### src/rtl/sys_bus_initiator_pkg.sv
// Shared definitions for the system-bus initiator: FSM state encoding and the
// 69-bit command word layout stored in the command FIFO.
package sys_bus_initiator_pkg;

    localparam int CMD_W         = 69;
    localparam int CMD_STRB_LSB  = 0;
    localparam int CMD_DATA_LSB  = 4;
    localparam int CMD_ADDR_LSB  = 36;
    localparam int CMD_WRITE_BIT = 68;

    localparam logic [1:0] ST_IDLE = 2'd0;
    localparam logic [1:0] ST_REQ  = 2'd1;
    localparam logic [1:0] ST_RSP  = 2'd2;

    // Field order matches the offset constants above (MSB first).
    typedef struct packed {
        logic        write;
        logic [31:0] address;
        logic [31:0] data;
        logic [3:0]  strobe;
    } cmd_t;

    function automatic logic [CMD_W-1:0] pack_cmd(
        input logic        write,
        input logic [31:0] address,
        input logic [31:0] data,
        input logic [3:0]  strobe
    );
        logic [CMD_W-1:0] word;
        word = '0;
        word[CMD_WRITE_BIT]                 = write;
        word[CMD_ADDR_LSB +: 32]            = address;
        word[CMD_DATA_LSB +: 32]            = data;
        word[CMD_STRB_LSB +: 4]             = strobe;
        return word;
    endfunction

endpackage

### src/rtl/sys_bus_cmd_fifo.sv
// Synchronous first-word-fall-through FIFO for initiator commands; the head
// entry is readable combinationally so the FSM can issue it on the pop edge.
module sys_bus_cmd_fifo
    import sys_bus_initiator_pkg::*;
#(
    parameter int DEPTH = 4,
    parameter int WIDTH = CMD_W
) (
    input  logic             clk,
    input  logic             srst,
    input  logic             push_i,
    input  logic [WIDTH-1:0] push_data_i,
    input  logic             pop_i,
    output logic [WIDTH-1:0] pop_data_o,
    output logic             full_o,
    output logic             empty_o
);

    localparam int AW = $clog2(DEPTH);

    logic [WIDTH-1:0] mem_q [DEPTH];
    // One extra pointer bit distinguishes full from empty when indices match.
    logic [AW:0]      wr_ptr_q;
    logic [AW:0]      rd_ptr_q;
    logic             do_push;
    logic             do_pop;

    assign full_o  = (wr_ptr_q[AW] != rd_ptr_q[AW]) && (wr_ptr_q[AW-1:0] == rd_ptr_q[AW-1:0]);
    assign empty_o = (wr_ptr_q == rd_ptr_q);
    assign do_push = push_i && !full_o;
    assign do_pop  = pop_i && !empty_o;

    assign pop_data_o = mem_q[rd_ptr_q[AW-1:0]];

    always_ff @(posedge clk) begin
        if (do_push) begin
            mem_q[wr_ptr_q[AW-1:0]] <= push_data_i;
        end
    end

    always_ff @(posedge clk) begin
        if (srst) begin
            wr_ptr_q <= '0;
            rd_ptr_q <= '0;
        end else begin
            if (do_push) begin
                wr_ptr_q <= wr_ptr_q + 1'b1;
            end
            if (do_pop) begin
                rd_ptr_q <= rd_ptr_q + 1'b1;
            end
        end
    end

endmodule

### src/rtl/sys_bus_initiator.sv
// Queued single-word read/write host agent for the system bus, one transaction
// in flight. Optional request watchdog enabled by SYS_BUS_INITIATOR_TIMEOUT_EN.
module sys_bus_initiator
    import sys_bus_initiator_pkg::*;
#(
    parameter int CMD_DEPTH      = 4,
    parameter int TIMEOUT_CYCLES = 1024
) (
    input  logic        clock,
    input  logic        reset,
    input  logic        cmd_valid,
    output logic        cmd_ready,
    input  logic        cmd_write,
    input  logic [31:0] cmd_address,
    input  logic [31:0] cmd_write_data,
    input  logic [3:0]  cmd_write_strobe,
    output logic        rsp_valid,
    input  logic        rsp_ready,
    output logic [31:0] rsp_read_data,
    output logic        rsp_error,
    output logic [31:0] rw_address,
    input  logic [31:0] read_data,
    output logic        read_request,
    input  logic        read_response,
    output logic [31:0] write_data,
    output logic [3:0]  write_strobe,
    output logic        write_request,
    input  logic        write_response
);

    logic             fifo_full;
    logic             fifo_empty;
    logic             fifo_pop;
    logic [CMD_W-1:0] head_bits;
    cmd_t             head;

    sys_bus_cmd_fifo #(
        .DEPTH (CMD_DEPTH),
        .WIDTH (CMD_W)
    ) u_cmd_fifo (
        .clk         (clock),
        .srst        (reset),
        .push_i      (cmd_valid),
        .push_data_i (pack_cmd(cmd_write, cmd_address, cmd_write_data, cmd_write_strobe)),
        .pop_i       (fifo_pop),
        .pop_data_o  (head_bits),
        .full_o      (fifo_full),
        .empty_o     (fifo_empty)
    );

    assign head      = cmd_t'(head_bits);
    assign cmd_ready = !fifo_full;

    logic [1:0]  state_q, state_d;
    logic [31:0] rw_address_q, rw_address_d;
    logic [31:0] write_data_q, write_data_d;
    logic [3:0]  write_strobe_q, write_strobe_d;
    logic        read_request_q, read_request_d;
    logic        write_request_q, write_request_d;
    logic        is_write_q, is_write_d;
    logic        rsp_valid_q, rsp_valid_d;
    logic [31:0] rsp_read_data_q, rsp_read_data_d;
    logic        rsp_error_q, rsp_error_d;
    logic        match;

    assign match = is_write_q ? write_response : read_response;

`ifdef SYS_BUS_INITIATOR_TIMEOUT_EN
    localparam int TO_W = $clog2(TIMEOUT_CYCLES + 1);
    logic [TO_W-1:0] to_count_q, to_count_d;
`else
    // Watchdog compiled out: REQ waits for the device indefinitely.
    logic unused_timeout_cfg;
    assign unused_timeout_cfg = (TIMEOUT_CYCLES != 0);
`endif

    always_comb begin
        state_d         = state_q;
        rw_address_d    = rw_address_q;
        write_data_d    = write_data_q;
        write_strobe_d  = write_strobe_q;
        read_request_d  = read_request_q;
        write_request_d = write_request_q;
        is_write_d      = is_write_q;
        rsp_valid_d     = rsp_valid_q;
        rsp_read_data_d = rsp_read_data_q;
        rsp_error_d     = rsp_error_q;
        fifo_pop        = 1'b0;
`ifdef SYS_BUS_INITIATOR_TIMEOUT_EN
        to_count_d      = to_count_q;
`endif
        case (state_q)
            ST_IDLE: begin
                if (!fifo_empty && !rsp_valid_q) begin
                    fifo_pop        = 1'b1;
                    rw_address_d    = head.address;
                    write_data_d    = head.data;
                    write_strobe_d  = head.strobe;
                    is_write_d      = head.write;
                    read_request_d  = !head.write;
                    write_request_d = head.write;
                    state_d         = ST_REQ;
`ifdef SYS_BUS_INITIATOR_TIMEOUT_EN
                    to_count_d      = '0;
`endif
                end
            end
            ST_REQ: begin
                // A matching response beats a simultaneous timeout.
                if (match) begin
                    read_request_d  = 1'b0;
                    write_request_d = 1'b0;
                    rsp_valid_d     = 1'b1;
                    rsp_read_data_d = is_write_q ? 32'h0 : read_data;
                    rsp_error_d     = 1'b0;
                    state_d         = ST_RSP;
                end
`ifdef SYS_BUS_INITIATOR_TIMEOUT_EN
                else begin
                    to_count_d = to_count_q + 1'b1;
                    if (to_count_d == TO_W'(TIMEOUT_CYCLES)) begin
                        read_request_d  = 1'b0;
                        write_request_d = 1'b0;
                        rsp_valid_d     = 1'b1;
                        rsp_read_data_d = 32'h0;
                        rsp_error_d     = 1'b1;
                        state_d         = ST_RSP;
                    end
                end
`endif
            end
            ST_RSP: begin
                if (rsp_ready) begin
                    rsp_valid_d = 1'b0;
                    state_d     = ST_IDLE;
                end
            end
            default: begin
                state_d = ST_IDLE;
            end
        endcase
    end

    always_ff @(posedge clock) begin
        if (reset) begin
            state_q         <= ST_IDLE;
            rw_address_q    <= '0;
            write_data_q    <= '0;
            write_strobe_q  <= '0;
            read_request_q  <= 1'b0;
            write_request_q <= 1'b0;
            is_write_q      <= 1'b0;
            rsp_valid_q     <= 1'b0;
            rsp_read_data_q <= '0;
            rsp_error_q     <= 1'b0;
`ifdef SYS_BUS_INITIATOR_TIMEOUT_EN
            to_count_q      <= '0;
`endif
        end else begin
            state_q         <= state_d;
            rw_address_q    <= rw_address_d;
            write_data_q    <= write_data_d;
            write_strobe_q  <= write_strobe_d;
            read_request_q  <= read_request_d;
            write_request_q <= write_request_d;
            is_write_q      <= is_write_d;
            rsp_valid_q     <= rsp_valid_d;
            rsp_read_data_q <= rsp_read_data_d;
            rsp_error_q     <= rsp_error_d;
`ifdef SYS_BUS_INITIATOR_TIMEOUT_EN
            to_count_q      <= to_count_d;
`endif
        end
    end

    assign rw_address    = rw_address_q;
    assign write_data    = write_data_q;
    assign write_strobe  = write_strobe_q;
    assign read_request  = read_request_q;
    assign write_request = write_request_q;
    assign rsp_valid     = rsp_valid_q;
    assign rsp_read_data = rsp_read_data_q;
`ifdef SYS_BUS_INITIATOR_TIMEOUT_EN
    assign rsp_error     = rsp_error_q;
`else
    assign rsp_error     = 1'b0;
`endif

endmodule

### config.mk
export PLATFORM = sky130hd
export DESIGN_NAME = sys_bus_initiator
export DESIGN_NICKNAME = d
export VERILOG_FILES = /design/src/rtl/sys_bus_initiator_pkg.sv /design/src/rtl/sys_bus_cmd_fifo.sv /design/src/rtl/sys_bus_initiator.sv
export SDC_FILE = /design/constraint.sdc
export NUM_CORES = 1
export LEC_CHECK = 0
export CELL_PAD_IN_SITES_DETAIL_PLACEMENT = 1
export CELL_PAD_IN_SITES_GLOBAL_PLACEMENT = 2
export CORE_UTILIZATION = 35
export DETAILED_ROUTE_END_ITERATION = 8
export PLACE_DENSITY_LB_ADDON = 0.12
export SLEW_MARGIN = 20
export SYNTH_ARGS = -nofsm -noshare
export SYNTH_HDL_FRONTEND = slang
export SYNTH_SLANG_ARGS = --single-unit
### constraint.sdc
create_clock -name clock -period 2.72 [get_ports clock]
set_input_delay 0.408 -clock clock [delete_from_list [all_inputs] [get_ports clock]]
set_output_delay 0.408 -clock clock [all_outputs]
set_load 0.01 [all_outputs]
==> impl_metrics.toml <==
[outcome]
status = "finished, final reports clean"

[yosys]
yosysTopAreaCell = "edfxtp_1"
yosysWarnings = 0
synth_top_cell_area_share_pct = 57.7
netlist_top_cells_area = "edfxtp_1 58%, dfxtp_1 16%, mux4_2 11%"
syn_avg_cell_area_um2 = 16.5
ys_seq_area_share_pct = 73.6
synthCells = 873
syn-num-nets = 985
ys_types = 34
syn_area_um2 = 14400
ys_ff_latch = 390

[timing]
setup_violations = 0
final.setup.tns_ns = 0
rsz0062_at_grt = "false"
fmax_mhz = 405
fin_worst_skew_ns = 0.0149
finalHoldViolations = 0
fin_crit_sh_pct = 90.7
finalMaxSlewViolations = 0
finalWorstSetupSlack_ns = 0.253
max_slew.worst_pin.slew_ns = 0.590
relSlewSlack_pct = 60.7
whs_ns = 0.355
fin_crit_ns = 2.47

[power]
ir_drop_mv = 0.674
cellLeakagePower_nw = 6.04
power_w = 0.0185
powerDensity_nw_per_um2 = 994

[grt]
grt_max_degree = 51
grt_pass1_wl_mm = 52.3
grt_pass1_vias = 8805
grt_use_total_pct = 16.6
antenna_found_initial = 3
grt-ovfl-total = 0

[clock_tree]
htree_levels = 2
cts_resized = 0
tritoncts = "built"
cts_buffer_depth = 3
root_buffer = "clkbuf_16"
numCtsBuffers = 44
numClockSinks = 390
postCtsSetupBuffers = 0
cts-hold-fix-buffers = 0
clock_latency_ns = 0.56
clk_pin_slew_ns = 0.06

[routing]
post_drt_wl_per_cell_um = 20.4
drtIter0Drc = 375
wirelength_mm = 33.9
vias_per_cell = 4.88
drc_errors = 0
ant_nets = 0
drtPass1Iterations = 6
vias = 8091

[final_layout]
finalNonFillerCells = 1659
nFillCells = 3908
layout_common_cells = "276 x edfxtp_1, 209 x clkdlybuf4s50_1, 154 x nand2_1"
drive_above_1_share_pct = 18.9
final_common_cell = "edfxtp_1"
fin_nets = 1209
area_delta_synth_final_pct = 29.6

[placed_design]
dp_hpwl_mm = 20.6
gp_congestion = 0.682
io_buffers = 210
post-place-ws_ns = 0.685
dp_cells = 1576

[setup_path]
cp-end-kind = "primary output"
cp_slowest_cell = "clkdlybuf4s50_1"
crit_path_max_fanout = 5
startpoint_type = "register"
crit_type = "register to primary output"
cp_data_arrival_time_ns = 2.06
path_cells = "xor2_2, or3_1, clkdlybuf4s50_1"
worstPathRequired_ns = 2.31
crit_path_max_incr_delay_ns = 0.58

[die]
coreArea_um2 = 40100
num_io_pins = 212
start_util_pct = 35.8
row_count = 73
die_w_um = 205
die_h_um = 205
die_area_um2 = 41900

[run]
maxCapViolCount = 0

[worst_hold_path]
worst_hold_path_type = "input port to register"
synth_stat cells, drive strengths merged:
library cell and count:
nor3 2, nand3 1, ha 5, mux2i 1
nand2b 1, a41o 1, a21oi 106, o31ai 1
nand2 174, mux2 1, or3 2, o31a 2
nor2b 2, conb 1, xnor2 3, mux4 69
edfxtp 276, xor2 4, and2 4, dfxtp 114
o311ai 1, inv 5, buf 35, nor2 7
o211a 1, clkbuf 20, a2bb2oi 1, nand3b 32
o21ai 1
cell families (layout without fill, tap and decap cells):
kind of cell	Yosys count	count (layout)	synth area share [%]
AO/OA/AOI/OAI	114	114	4.72
XOR/XNOR	7	7	0.531
adder cells (fa/ha/maj)	5	5	0.435
buffers and inverters	60	319	2.50
flip-flops	390	390	73.6
multiplexers	71	71	11.0
other	1	3	0.0261
AND/OR/NAND/NOR	225	225	7.25
path summary, 6_finish.rpt:
kind / from / end / slack (ns) / cells after the start
setup / recovery: u_cmd_fifo.wr_ptr_q[0]$_SDFFE_PP0P_ / cmd_ready / 0.25 / 3
hold / removal: reset / rsp_valid$_SDFFE_PP0P_ / 0.35 / 2
setup reg to reg: u_cmd_fifo.wr_ptr_q[0]$_SDFFE_PP0P_ / u_cmd_fifo.mem_q[1][3]$_DFFE_PP_ / 0.82 / 4
hold reg to reg: rsp_read_data[1]$_SDFFE_PP0P_ / rsp_read_data[1]$_SDFFE_PP0P_ / 0.45 / 2
power by group:
group	switching (W)	internal, W	leakage [nW]	total, W
registers	0.000484	0.00718	3.47	0.00766
logic	0.00264	0.00240	1.87	0.00504
clock network	0.00237	0.00345	0.706	0.00581
routing by layer:
layer / track usage [%] / vias up / routed length, µm
li1: - / 3708 / -
met1: 22.2 / 4139 / 15600
met3: 3.40 / 46 / 1590
met4: 5.01 / 2 / 631
met5: 0 / - / 10
met2: 26.9 / 196 / 16100
worst max-delay path: cells and delay by family (launching register included):
kind / cells / cell delay [ns]
xor gates and xnor gates: 1 / 0.30
buffers and inverters: 1 / 0.58
DFF: 1 / 0.46
and+or+nand+nor: 1 / 0.16
registers in the layout (all words and copies together) (netlist names), named ones only:
register             cells
u_cmd_fifo.mem_q       276
rsp_read_data           32
rw_address              32
write_data              32
write_strobe             4
u_cmd_fifo.rd_ptr_q      3
u_cmd_fifo.wr_ptr_q      3
state_q                  2
is_write_q               1
read_request             1
rsp_valid                1
write_request            1
through the flow:
| step | util, % | instance area (µm²) |
|---|---|---|
| finish | 46.4 | 18600 |
| global route | 46.4 | 18600 |
| CTS | 46.4 | 18600 |
| detailed placement | 42.8 | 17200 |
| global placement | 42.8 | 17200 |
| floorplan | - | 14400 |
cell type report:
cell class                 instances  area (µm²)  share of cell area (%)
sequential                       390       10600                    56.8
multi-input combinational        423        3450                    18.6
timing repair buffer             233        2470                    13.3
clock buffer                      59        1260                    6.76
tap                              525         657                    3.53
clock inverter                    22         175                   0.941
inverter                           5        20.0                   0.108
antenna                            2        5.00                  0.0269
No activity file was read; power rests on OpenSTA's default activity.
